`config.mk`:
```
export PLATFORM = sky130hd
export DESIGN_NAME = pipe_hazard_ctrl_flat
export DESIGN_NICKNAME = d
export VERILOG_FILES = /design/src/rtl/pipe_hazard_if.sv /design/src/rtl/pipe_hazard_ctrl.sv /design/src/flat_wrapper.sv
export SDC_FILE = /design/constraint.sdc
export NUM_CORES = 1
export LEC_CHECK = 0
export ABC_AREA = 1
export CAP_MARGIN = 20
export CORE_ASPECT_RATIO = 0.6
export CORE_UTILIZATION = 45
export CTS_CLUSTER_DIAMETER = 150
export DETAILED_ROUTE_END_ITERATION = 8
export MAX_ROUTING_LAYER = met4
export PLACE_DENSITY = 0.76
export SLEW_MARGIN = 0
export SYNTH_ARGS = -nofsm -noshare
export SYNTH_HDL_FRONTEND = slang
export SYNTH_SLANG_ARGS = --single-unit
```
`constraint.sdc`:
```
create_clock -name clk -period 2.4 [get_ports clk]
set_input_delay 0.48 -clock clk [delete_from_list [all_inputs] [get_ports clk]]
set_output_delay 0.48 -clock clk [all_outputs]
set_load 0.1 [all_outputs]
```
`src/rtl/pipe_hazard_if.sv`:
```
// Hazard-control bundle between the pipeline datapath (master) and the
// sequencing controller (slave): hazard inputs one way, stage enables back.
interface pipe_hazard_if #(parameter int CNT_W = 16);
  logic [3:0]       id_rs_adress;
  logic [3:0]       id_rt_adress;
  logic             id_uses_rs;
  logic             id_uses_rt;
  logic             ex_valid;
  logic [3:0]       ex_regC_adress;
  logic             ex_mem_read;
  logic             ex_write_inst;
  logic [5:0]       ex_alu_op;
  logic             branch_taken;
  logic             pc_write;
  logic             if_id_write;
  logic             if_id_flush;
  logic             id_ex_write;
  logic             id_ex_bubble;
  logic             mc_busy;
  logic [CNT_W-1:0] stall_count;
  logic [CNT_W-1:0] flush_count;

  modport master (
    output id_rs_adress, id_rt_adress, id_uses_rs, id_uses_rt, ex_valid,
           ex_regC_adress, ex_mem_read, ex_write_inst, ex_alu_op, branch_taken,
    input  pc_write, if_id_write, if_id_flush, id_ex_write, id_ex_bubble,
           mc_busy, stall_count, flush_count
  );

  modport slave (
    input  id_rs_adress, id_rt_adress, id_uses_rs, id_uses_rt, ex_valid,
           ex_regC_adress, ex_mem_read, ex_write_inst, ex_alu_op, branch_taken,
    output pc_write, if_id_write, if_id_flush, id_ex_write, id_ex_bubble,
           mc_busy, stall_count, flush_count
  );
endinterface

```
`src/rtl/pipe_hazard_ctrl.sv`:
```
// Stage enable / flush / bubble sequencing for the 5-stage core: load-use
// stall, taken-branch flush, counted EX freeze for MUL/DIV, saturating stats.
module pipe_hazard_ctrl #(
  parameter int          MC_CYCLES = 4,
  parameter logic [5:0]  MUL_OP    = 6'd24,
  parameter logic [5:0]  DIV_OP    = 6'd25,
  parameter int          CNT_W     = 16
) (
  input logic         clk,
  input logic         rst_n,
  pipe_hazard_if.slave hz
);

  typedef enum logic {RUN, MC_BUSY} state_t;

  // The entry cycle in RUN is the first of the MC_CYCLES, and the final
  // MC_BUSY cycle (count 0) releases the pipe, hence the -2.
  localparam logic [3:0] MC_LOAD = 4'(MC_CYCLES - 2);

  state_t     state;
  logic [3:0] mc_cnt;
  logic       load_use, mc_op;
  logic       pc_w, ifid_w, ifid_f, idex_w, idex_b;
  logic       br_acc, mc_start;

  assign load_use = hz.ex_valid & hz.ex_mem_read & hz.ex_write_inst &
                    ((hz.id_uses_rs & (hz.id_rs_adress == hz.ex_regC_adress)) |
                     (hz.id_uses_rt & (hz.id_rt_adress == hz.ex_regC_adress)));
  assign mc_op    = hz.ex_valid & ((hz.ex_alu_op == MUL_OP) | (hz.ex_alu_op == DIV_OP));

  always_comb begin
    pc_w     = 1'b1;
    ifid_w   = 1'b1;
    ifid_f   = 1'b0;
    idex_w   = 1'b1;
    idex_b   = 1'b0;
    br_acc   = 1'b0;
    mc_start = 1'b0;
    if (!rst_n) begin
      pc_w   = 1'b0;
      ifid_w = 1'b0;
      idex_w = 1'b0;
      ifid_f = 1'b1;
      idex_b = 1'b1;
    end else if (state == MC_BUSY) begin
      if (mc_cnt != 4'd0) begin
        pc_w   = 1'b0;
        ifid_w = 1'b0;
        idex_w = 1'b0;
      end
    end else if (hz.branch_taken) begin
      // The load-use dependent sits in IF/ID and is flushed anyway.
      ifid_f = 1'b1;
      idex_b = 1'b1;
      br_acc = 1'b1;
    end else if (mc_op) begin
      pc_w     = 1'b0;
      ifid_w   = 1'b0;
      idex_w   = 1'b0;
      mc_start = 1'b1;
    end else if (load_use) begin
      pc_w   = 1'b0;
      ifid_w = 1'b0;
      idex_b = 1'b1;
    end
  end

  assign hz.pc_write     = pc_w;
  assign hz.if_id_write  = ifid_w;
  assign hz.if_id_flush  = ifid_f;
  assign hz.id_ex_write  = idex_w;
  assign hz.id_ex_bubble = idex_b;
  assign hz.mc_busy      = rst_n & (state == MC_BUSY);

  always_ff @(posedge clk or negedge rst_n) begin
    if (!rst_n) begin
      state          <= RUN;
      mc_cnt         <= 4'd0;
      hz.stall_count <= '0;
      hz.flush_count <= '0;
    end else begin
      if (!pc_w && !(&hz.stall_count)) hz.stall_count <= hz.stall_count + 1'b1;
      if (br_acc && !(&hz.flush_count)) hz.flush_count <= hz.flush_count + 1'b1;
      case (state)
        RUN: if (mc_start) begin
          state  <= MC_BUSY;
          mc_cnt <= MC_LOAD;
        end
        MC_BUSY: begin
          if (mc_cnt == 4'd0) state <= RUN;
          else                mc_cnt <= mc_cnt - 4'd1;
        end
        default: state <= RUN;
      endcase
    end
  end

endmodule

```
`src/flat_wrapper.sv`:
```
// flat-port wrapper written by rule: the top's interface ports become plain ports
module pipe_hazard_ctrl_flat 
#(
  parameter int          MC_CYCLES = 4,
  parameter logic [5:0]  MUL_OP    = 6'd24,
  parameter logic [5:0]  DIV_OP    = 6'd25,
  parameter int          CNT_W     = 16
)
  (clk, rst_n, hz_id_rs_adress, hz_id_rt_adress, hz_id_uses_rs, hz_id_uses_rt, hz_ex_valid, hz_ex_regC_adress, hz_ex_mem_read, hz_ex_write_inst, hz_ex_alu_op, hz_branch_taken, hz_pc_write, hz_if_id_write, hz_if_id_flush, hz_id_ex_write, hz_id_ex_bubble, hz_mc_busy, hz_stall_count, hz_flush_count);
  pipe_hazard_if #(.CNT_W(CNT_W)) hz_i ();
  input logic clk;
  input logic rst_n;
  input wire logic [$bits(hz_i.id_rs_adress)-1:0] hz_id_rs_adress;
  input wire logic [$bits(hz_i.id_rt_adress)-1:0] hz_id_rt_adress;
  input wire logic [$bits(hz_i.id_uses_rs)-1:0] hz_id_uses_rs;
  input wire logic [$bits(hz_i.id_uses_rt)-1:0] hz_id_uses_rt;
  input wire logic [$bits(hz_i.ex_valid)-1:0] hz_ex_valid;
  input wire logic [$bits(hz_i.ex_regC_adress)-1:0] hz_ex_regC_adress;
  input wire logic [$bits(hz_i.ex_mem_read)-1:0] hz_ex_mem_read;
  input wire logic [$bits(hz_i.ex_write_inst)-1:0] hz_ex_write_inst;
  input wire logic [$bits(hz_i.ex_alu_op)-1:0] hz_ex_alu_op;
  input wire logic [$bits(hz_i.branch_taken)-1:0] hz_branch_taken;
  output wire logic [$bits(hz_i.pc_write)-1:0] hz_pc_write;
  output wire logic [$bits(hz_i.if_id_write)-1:0] hz_if_id_write;
  output wire logic [$bits(hz_i.if_id_flush)-1:0] hz_if_id_flush;
  output wire logic [$bits(hz_i.id_ex_write)-1:0] hz_id_ex_write;
  output wire logic [$bits(hz_i.id_ex_bubble)-1:0] hz_id_ex_bubble;
  output wire logic [$bits(hz_i.mc_busy)-1:0] hz_mc_busy;
  output wire logic [$bits(hz_i.stall_count)-1:0] hz_stall_count;
  output wire logic [$bits(hz_i.flush_count)-1:0] hz_flush_count;
  assign hz_i.id_rs_adress = hz_id_rs_adress;
  assign hz_i.id_rt_adress = hz_id_rt_adress;
  assign hz_i.id_uses_rs = hz_id_uses_rs;
  assign hz_i.id_uses_rt = hz_id_uses_rt;
  assign hz_i.ex_valid = hz_ex_valid;
  assign hz_i.ex_regC_adress = hz_ex_regC_adress;
  assign hz_i.ex_mem_read = hz_ex_mem_read;
  assign hz_i.ex_write_inst = hz_ex_write_inst;
  assign hz_i.ex_alu_op = hz_ex_alu_op;
  assign hz_i.branch_taken = hz_branch_taken;
  assign hz_pc_write = hz_i.pc_write;
  assign hz_if_id_write = hz_i.if_id_write;
  assign hz_if_id_flush = hz_i.if_id_flush;
  assign hz_id_ex_write = hz_i.id_ex_write;
  assign hz_id_ex_bubble = hz_i.id_ex_bubble;
  assign hz_mc_busy = hz_i.mc_busy;
  assign hz_stall_count = hz_i.stall_count;
  assign hz_flush_count = hz_i.flush_count;
  pipe_hazard_ctrl #(.MC_CYCLES(MC_CYCLES), .MUL_OP(MUL_OP), .DIV_OP(DIV_OP), .CNT_W(CNT_W)) u_core (.clk(clk), .rst_n(rst_n), .hz(hz_i));
endmodule
```
== Yosys cells after proc, flatten, opt, wreduce, memory -nomap -nowiden ==
Cells that the tools add are included.
Storage, ports and cells
  bits in registers: 37
  logic and storage cells: 62
  output and inout bits: 38
  input bits: 26
Cells by class
  eq/ne operators: 6
  add/sub/neg operators: 3
  bitwise gates (word level): 10
  mux-type cells: 29
  reductions and logical operators: 10
Operators by type and width (number)
  $add A16 B1 Y16 const B: 2
  $reduce_and A16 Y1: 2
  $mux W1: 25
  $eq A6 B5 Y1 const B: 2
  $eq A4 B4 Y1: 2
  $mux W4: 2
  $pmux W4 S2: 1
  $and A1 B1 Y1: 7
  $logic_not A4 Y1: 1
  $reduce_bool A4 Y1: 1
  $sub A4 B1 Y4 const B: 1
  $logic_not A1 Y1: 3
  $logic_and A1 B1 Y1: 2
  $ne A2 B1 Y1 const B: 1
  $ne A2 B2 Y1 const B: 1
  $or A1 B1 Y1: 2
  $pmux W1 S2: 1
  $reduce_and A2 Y1: 1
  $not A1 Y1: 1

== Depth between registers and ports, before layout ==
Gate-level depths: netlist (run 1).
  depth in word-level cells: 11
  gate-level depth with buffers: 12
  gate-level depth less buffers: 11

== Least setup slack after synthesis (run 1) ==
Ideal clock, no wire load.
  path kind: reg-to-output
  from: register u_core.mc_cnt[0]
  to: output port hz_pc_write
  required time: 1920 ps
  setup slack: -1856 ps
  arrival time: 3776 ps
  buffers on the path: 3
  stages on the path, launching flop included: 12
  cell sequence: dfrtp_1 inv_1 ha_1 nand2_1 nand2_1 nand2_1 nor2_1 nand2_1 buf_4 buf_6 inv_1 buf_4
Between the ends
  cells in the longest elaborated chain, start to end: 4
Ends and longest elaborated chain
  from (decl): line pipe_hazard_ctrl.sv:21  | logic [3:0] mc_cnt;
  from (signal assigned): line pipe_hazard_ctrl.sv:91  | else mc_cnt <= mc_cnt - 4'd1;
  $reduce_bool A4 Y1: line pipe_hazard_ctrl.sv:46  | if (mc_cnt != 4'd0) begin
  $mux W1 (3 in a row)
  to (decl): line flat_wrapper.sv:23  | output wire logic [$bits(hz_i.pc_write)-1:0] hz_pc_write;
No other way between the ends.

== Worst setup path after layout (run 1) ==
  from: input port hz_id_rt_adress[3]
  to: output port hz_if_id_write
Between the ends
  cells in the longest elaborated chain, start to end: 9
Ends and longest elaborated chain
  from (decl): line flat_wrapper.sv:14  | input wire logic [$bits(hz_i.id_rt_adress)-1:0] hz_id_rt_adress;
  $eq A4 B4 Y1: line pipe_hazard_ctrl.sv:28  | (hz.id_uses_rt & (hz.id_rt_adress == hz.ex_regC_adress)));
  $and A1 B1 Y1: line pipe_hazard_ctrl.sv:28
  $or A1 B1 Y1: line pipe_hazard_ctrl.sv:27  | ((hz.id_uses_rs & (hz.id_rs_adress == hz.ex_regC_adress)) |
  $and A1 B1 Y1: line pipe_hazard_ctrl.sv:26  | assign load_use = hz.ex_valid & hz.ex_mem_read & hz.ex_write_inst &
  $mux W1: line pipe_hazard_ctrl.sv:61  | end else if (load_use) begin
  $mux W1: line pipe_hazard_ctrl.sv:56  | end else if (mc_op) begin
  $mux W1: line pipe_hazard_ctrl.sv:51  | end else if (hz.branch_taken) begin
  $mux W1: line pipe_hazard_ctrl.sv:45  | end else if (state == MC_BUSY) begin
  $mux W1: line pipe_hazard_ctrl.sv:39  | if (!rst_n) begin
  to (decl): line flat_wrapper.sv:24  | output wire logic [$bits(hz_i.if_id_write)-1:0] hz_if_id_write;
No other way between the ends.

==> results of run 1 <==
==> layer usage <==
metal  track usage [%]  part of all wire, %  up-vias
met5                 -                    0        -
met3              4.13                  5.5        7
met2              33.1                   41       70
met4              8.35                  1.2        0
li1                  -                    -     1104
met1              37.8                   52     1062
==> worst min-delay path by stage <==
stage               depth (start not counted)  start                              endpoint
global route                                1  rst_n          u_core.mc_cnt[1]$_DFFE_PN0P_
floorplan                                   0  rst_n  u_core.hz.flush_count[0]$_DFFE_PN0P_
CTS                                         1  rst_n          u_core.mc_cnt[1]$_DFFE_PN0P_
detailed placement                          1  rst_n          u_core.mc_cnt[2]$_DFFE_PN0P_
global placement                            1  rst_n          u_core.mc_cnt[2]$_DFFE_PN0P_
finish                                      1  rst_n          u_core.mc_cnt[1]$_DFFE_PN0P_
==> worst max-delay path, delay by kind of cell <==
family | cells | cell delay (ps)
buffers and inverters | 3 | 820
XOR/XNOR | 1 | 130
AND/OR/NAND/NOR | 4 | 380
==> cells by family after synthesis <==
group | synth area share (%)
AO/OA/AOI/OAI | 1.15
adder cells (fa/ha/maj) | 1.65
buffers and inverters | 8.01
XOR/XNOR | 11.5
flip-flops | 40.6
AND/OR/NAND/NOR | 37.0
==> layout by cell type (no fill, tap or decap), types with 6 or more instances in the layout <==
cell type / instances
sky130_fd_sc_hd__buf_4: 40
sky130_fd_sc_hd__inv_1: 32
sky130_fd_sc_hd__nor2_1: 32
sky130_fd_sc_hd__clkdlybuf4s50_1: 9
sky130_fd_sc_hd__dlygate4sd2_1: 6
sky130_fd_sc_hd__buf_12: 6
sky130_fd_sc_hd__nand3_1: 34
sky130_fd_sc_hd__xnor2_1: 12
sky130_fd_sc_hd__dfrtp_1: 37
sky130_fd_sc_hd__clkbuf_8: 6
sky130_fd_sc_hd__nand2_1: 95
sky130_fd_sc_hd__dlymetal6s2s_1: 8
sky130_fd_sc_hd__nor3_1: 8
sky130_fd_sc_hd__xor2_1: 18
sky130_fd_sc_hd__nand4_1: 6
==> state kept, by name (all words and copies together) (netlist names) <==
name and flops:
u_core.hz.flush_count 16, u_core.hz.stall_count 16, u_core.mc_cnt 4, u_core.state 1
==> stage by stage <==
step                setup WS [ps]  setup TNS [ps]  utilization, %  cell area [um^2]
finish                        117               0            66.8              3150
global route                 7.51               0            66.8              3150
CTS                          17.0               0            66.1              3110
detailed placement          -67.0            -134            63.3              2980
global placement            -42.1           -84.3            63.3              2980
floorplan                    -375            -515               -              2330
==> power by group <==
| part | total [mW] | internal [mW] | switching, mW | leakage, nW |
|---|---|---|---|---|
| sequential | 0.827 | 0.705 | 0.122 | 0.484 |
| combinational | 1.08 | 0.259 | 0.823 | 1.15 |
| clock | 0.572 | 0.339 | 0.233 | 0.0585 |
==> area by class of cell <==
| class | instances | share of cell area (%) |
|---|---|---|
| clock buffer | 7 | 2.74 |
| clock inverter | 1 | 0.955 |
| inverter | 36 | 4.42 |
| multi-input combinational | 228 | 38.7 |
| sequential | 37 | 29.4 |
| tap | 63 | 2.51 |
| timing repair buffer | 70 | 21.2 |
==> timing repair <==
action | in CTS | in global routing
gates resized for setup | 6 | 12
setup buffers | 3 | 0
endpoints found under the setup margin | 2 | 4
pin swaps | 7 | 11
==> impl_metrics.ini, run 1 <==
[placement]
numPlacedInstances = 431
dp_hpwl_mm = 4.26
globalplace.congestion = 0.849
placement.io_buffers = 62

[yosys]
number_of_enable_flip_flop_cells_after_synthesis = 0
synth_async_sr_flop_share_pct = 100
yosys_most_used_dff = sky130_fd_sc_hd__dfrtp_1
synth.ff_latch_count = 37
seq_area_frac_synth_pct = 40.6
yosys-top-cells-area = sky130_fd_sc_hd__dfrtp_1 41%, sky130_fd_sc_hd__nand2_1 16%, sky130_fd_sc_hd__nand3_1 7.7%
yosys.area.top_type = sky130_fd_sc_hd__dfrtp_1
synthDistinctLibCells = 24
synth_area_per_cell_um2 = 7.43
post-synth-top-area-fraction_pct = 40.6
postSynthNetCount = 336
yosysWarnings = 0
post_synth_most_frequent_cells = 98 x sky130_fd_sc_hd__nand2_1, 37 x sky130_fd_sc_hd__dfrtp_1, 35 x sky130_fd_sc_hd__inv_1, 35 x sky130_fd_sc_hd__nand3_1, 34 x sky130_fd_sc_hd__nor2_1
yosysMostFrequentCell = sky130_fd_sc_hd__nand2_1
synthesized_netlist_cell_count = 307
synthesis.area_um2 = 2280

[flow_run]
max-cap-violations = 0

[layout]
synthesis_to_finish_area_growth_pct = 38.0
seq_area_um2 = 926
post_layout_nonfiller_instances = 442
finalNetCount = 407
fraction_of_final_layout_cells_with_drive_strength_greater_than_1_pct = 19.3
antenna_cells_inserted = 0
multiInputGateArea_um2 = 1220
fill_cell_count = 404

[worst_setup_path]
setup.reg_to_reg.worst_slack_ps = 450
worst_r2r_startpoint = u_core.hz.stall_count[0]$_DFFE_PN0P_
critical_path_peak_fanout = 2
critical_path.startpoint_type = input port
crit_path_top_delay_cell = sky130_fd_sc_hd__clkdlybuf4s50_1
setup.worst_path.end = hz_if_id_write
cp.arrival_ps = 1800
timing.reg2reg.worst_path_depth = 7
end_kind = output pin
critical_path_data_required_time_ps = 1920
criticalPathCategory = input port to output pin
timing.critical_path.from = hz_id_rt_adress[3]
regToRegEndpoint = u_core.hz.stall_count[5]$_DFFE_PN0P_
most_frequent_cell_on_the_critical_path = sky130_fd_sc_hd__nand2_2
crit_path_cell_trace = clkdlybuf4s50_1 -> xnor2_1 -> nand3_1 -> nand2_2 -> nand3_2 -> nand2_2 -> clkinvlp_4 -> buf_12
timing.critical_path.slowest_cell_delay_ps = 490

[clock_network]
cts_hold_buf = 0
h-tree-depth = 2
clkLatencyLatePin_ps = 300
clock_sinks = 37
cts.path.max_buffers = 2
cts.clk_slew.worst_paths_ps = 80
cts.root.buffer_cell = sky130_fd_sc_hd__clkbuf_8
tritoncts = built
numCtsBuffers = 5

[worst_hold_path]
timing.hold.worst.class = input port to async pin

[sta]
post-route-period-util_pct = 95.1
clock.fmax_ghz = 0.438
unrepaired_setup_endpoints_after_global_routing = false
slew_violations = 0
setup_viol = 0
finClkSkew_ps = 7.92
hold_fails_final_rpt = 0
worst_tran_pin_value_ps = 423
final.hold.worst_slack_ps = 49.3
maxSlewHeadroom_pct = 71.7
min_period_ps = 2280

[die]
top_level_ports = 64
floorplan.die.width_um = 93.9
placeableCoreArea_um2 = 4710
die-area_um2 = 5360
floorplan.initialDensity_pct = 48.4
floorplan.rows = 19
die_height_um = 57.1

[global_route]
grt_first_pass_wirelength_mm = 9.91
largest_net_degree_at_the_start_of_global_routing = 23
grt.total_usage_pct = 24.9
first_global_vias = 2060
grt.overflow.total = 0
grt_antenna_before_repair = 0

[route]
post_drt_via_cell_ratio = 5.07
routed_length_per_instance_um = 13.1
first_pass_iters = 5
finalWirelength_mm = 5.80
final_antenna_net_count = 0
detail_route.drc_violations = 0
count_of_vias_placed_by_the_detailed_router = 2243
drt-initial-drc-count = 185

[status]
status = completed

[power_and_ir_drop]
cell_leakage_power_nw = 1.69
power.total_mw = 2.48
ir_drop_mv = 1.19
pwr_density_cell_nw_per_um2 = 789
Note: power is estimated with default switching activity, not from simulation.
==> run 2: changes to the inputs <==
CAP_MARGIN = default   (was 20)
==> results of run 2 <==
Final layout, timing and power as in run 1 (identical DEF).
==> run 3: changes to the inputs <==
CORE_ASPECT_RATIO = default   (was 0.6)
==> impl_metrics.ini, run 3 (synthesis gave the netlist of run 1 again) <==
[status]
status = completed

[route]
routed_length_per_instance_um = 12.1
wl_met1_mm = 2.36
post_drt_via_cell_ratio = 4.79
drt-initial-drc-count = 139
count_of_vias_placed_by_the_detailed_router = 2123
highest_layer = met4
wl_met2_mm = 2.69
detail_route.drc_violations = 0
met3_wirelength_um = 184
finalWirelength_mm = 5.34
final_antenna_net_count = 0
first_pass_iters = 4

[flow_run]
max-cap-violations = 0

[worst_setup_path]
crit_path_top_delay_cell = sky130_fd_sc_hd__clkdlybuf4s50_1
timing.critical_path.slowest_cell_delay_ps = 400
critical_path_peak_fanout = 2
critical_path_data_required_time_ps = 1920
crit_path_cell_trace = clkdlybuf4s50_1 -> nor2_1 -> nand4_1 -> nor3_2 -> nor2_4 -> nand2_4 -> clkinvlp_4 -> buf_12
setup.reg_to_reg.worst_slack_ps = 550
criticalPathCategory = input port to output pin
cp_top_family = buffers and inverters
end_kind = output pin
critical_path.startpoint_type = input port
cp.arrival_ps = 1850
cp_num_buf_inv = 3

[die]
die_height_um = 73.2
floorplan.initialDensity_pct = 47.6
top_level_ports = 64
floorplan.rows = 25
floorplan.die.width_um = 73.2
placeableCoreArea_um2 = 4790
die-area_um2 = 5350

[sta]
maxSlewHeadroom_pct = 71.0
worst_tran_pin_value_ps = 435
clock.fmax_ghz = 0.428
slew_violations = 0
final.hold.worst_slack_ps = 32.8
finClkSkew_ps = 5.34
setup_viol = 0
hold_fails_final_rpt = 0
post-route-period-util_pct = 97.2
min_period_ps = 2330

[clock_network]
h-tree-depth = 2
tritoncts = built
cts.clk_slew.worst_paths_ps = 70
cts.path.max_buffers = 2
cts.root.buffer_cell = sky130_fd_sc_hd__clkbuf_8
clock_sinks = 37
numCtsBuffers = 5
clkLatencyLatePin_ps = 290

[power_and_ir_drop]
seq_power_share_pct = 35.8
clock_power_share_pct = 17.4
pwr_density_cell_nw_per_um2 = 740
internal_power_mw = 1.15
power.combinational.fraction_pct = 46.8
ir_drop_mv = 1.02
cell_leakage_power_nw = 1.69
switching_part_of_the_total_power_pct = 49.8
net-switching-power_mw = 1.15

[layout]
post_layout_nonfiller_instances = 443
synthesis_to_finish_area_growth_pct = 36.2
most-common-layout-cells = 95 x sky130_fd_sc_hd__nand2_1, 39 x sky130_fd_sc_hd__buf_4, 37 x sky130_fd_sc_hd__dfrtp_1
antenna_cells_inserted = 0
layout_top_registers = u_core.hz.flush_count (16), u_core.hz.stall_count (16), u_core.mc_cnt (4)
finalNetCount = 406
fraction_of_final_layout_cells_with_drive_strength_greater_than_1_pct = 19.1
layout.cells.most_common = sky130_fd_sc_hd__nand2_1

[placement]
numPlacedInstances = 434
dp_hpwl_mm = 4.00
placement.io_buffers = 62
globalplace.congestion = 0.872

[worst_hold_path]
timing.hold.worst.class = input port to async pin

[global_route]
first_global_vias = 2137
grt_antenna_before_repair = 0
grt_first_pass_wirelength_mm = 9.33
largest_net_degree_at_the_start_of_global_routing = 35
grt.total_usage_pct = 23.3
grt.overflow.total = 0
## run 3: cell types whose count changed in the layout (fill, tap and decap cells not counted), sizes merged
cell and delta:
bufinv -1, clkbuf -2, buf -1, dlygate4sd2 -3
dlymetal6s2s +2, clkinv +1, clkdlybuf4s50 +1
## run 3: through the flow
stage / setup slack, ps / setup TNS, ps / instance area (um^2) / utilization (%) / power [mW]
after floorplan: -375 / -515 / 2330 / - / 1.64
after global routing: -20.2 / -40.5 / 3110 / 64.9 / 2.41
after CTS: 0.968 / 0 / 3070 / 64.2 / 2.32
after detailed placement: -88.6 / -177 / 2980 / 62.2 / 1.92
after global placement: -57.5 / -115 / 2980 / 62.2 / 1.89
final: 66.2 / 0 / 3110 / 64.9 / 2.30
## run 3: power by group through the flow
stage / logic [mW] / clock network (mW) / registers (mW)
3_5_place_dp: 1.08 / 0 / 0.834
6_report: 1.08 / 0.401 / 0.822
2_1_floorplan: 0.253 / 0 / 1.39
5_1_grt: 1.14 / 0.437 / 0.839
4_1_cts: 1.08 / 0.412 / 0.822
3_3_place_gp: 1.06 / 0 / 0.828
## run 3: path summary, 6_finish.rpt
kind	from	to	depth (start not counted)
worst max-delay path	hz_ex_alu_op[5]	hz_pc_write	8
worst min-delay path	rst_n	u_core.hz.flush_count[10]$_DFFE_PN0P_	1
worst max register to register	u_core.hz.stall_count[0]$_DFFE_PN0P_	u_core.hz.stall_count[2]$_DFFE_PN0P_	7
worst min register to register	u_core.hz.flush_count[3]$_DFFE_PN0P_	u_core.hz.flush_count[3]$_DFFE_PN0P_	1
max in group asynchronous	rst_n	u_core.hz.stall_count[0]$_DFFE_PN0P_	2
min in group clk	u_core.hz.flush_count[3]$_DFFE_PN0P_	u_core.hz.flush_count[3]$_DFFE_PN0P_	1
## run 3: metal layers
metal | GRT usage (%) | up-vias
li1 | - | 1098
met2 | 38.9 | 45
met4 | 8.71 | 0
met5 | - | -
met3 | 4.97 | 10
met1 | 27.5 | 970
## run 3: worst register-to-register path, stage by stage, from the launching register on
cell                      delay, ps
sky130_fd_sc_hd__dfrtp_1        420
sky130_fd_sc_hd__ha_1           260
sky130_fd_sc_hd__nand3_2        150
sky130_fd_sc_hd__nor3_4         270
sky130_fd_sc_hd__nand4_4        290
sky130_fd_sc_hd__nand2_4        260
sky130_fd_sc_hd__nand2_1         80
sky130_fd_sc_hd__nand2_1         70
## run 3: cell type report
cell class,count,area (um^2)
Fill cell,450,1680
Tap cell,67,83.8
Clock inverter,1,5.00
Timing Repair Buffer,69,669
Multi-Input combinational cell,228,1210
Clock buffer,5,68.8
Sequential cell,37,926
Inverter,36,139
## run 3: what timing repair did
action                                 4_1_cts  5_1_grt
setup endpoints to repair                    2        3
hold buffers                                 0        0
endpoints found under the hold margin        0        0
resized for setup                            5       13
buffers inserted                             2        1
pin swaps                                    7       10
gates cloned                                 0        0
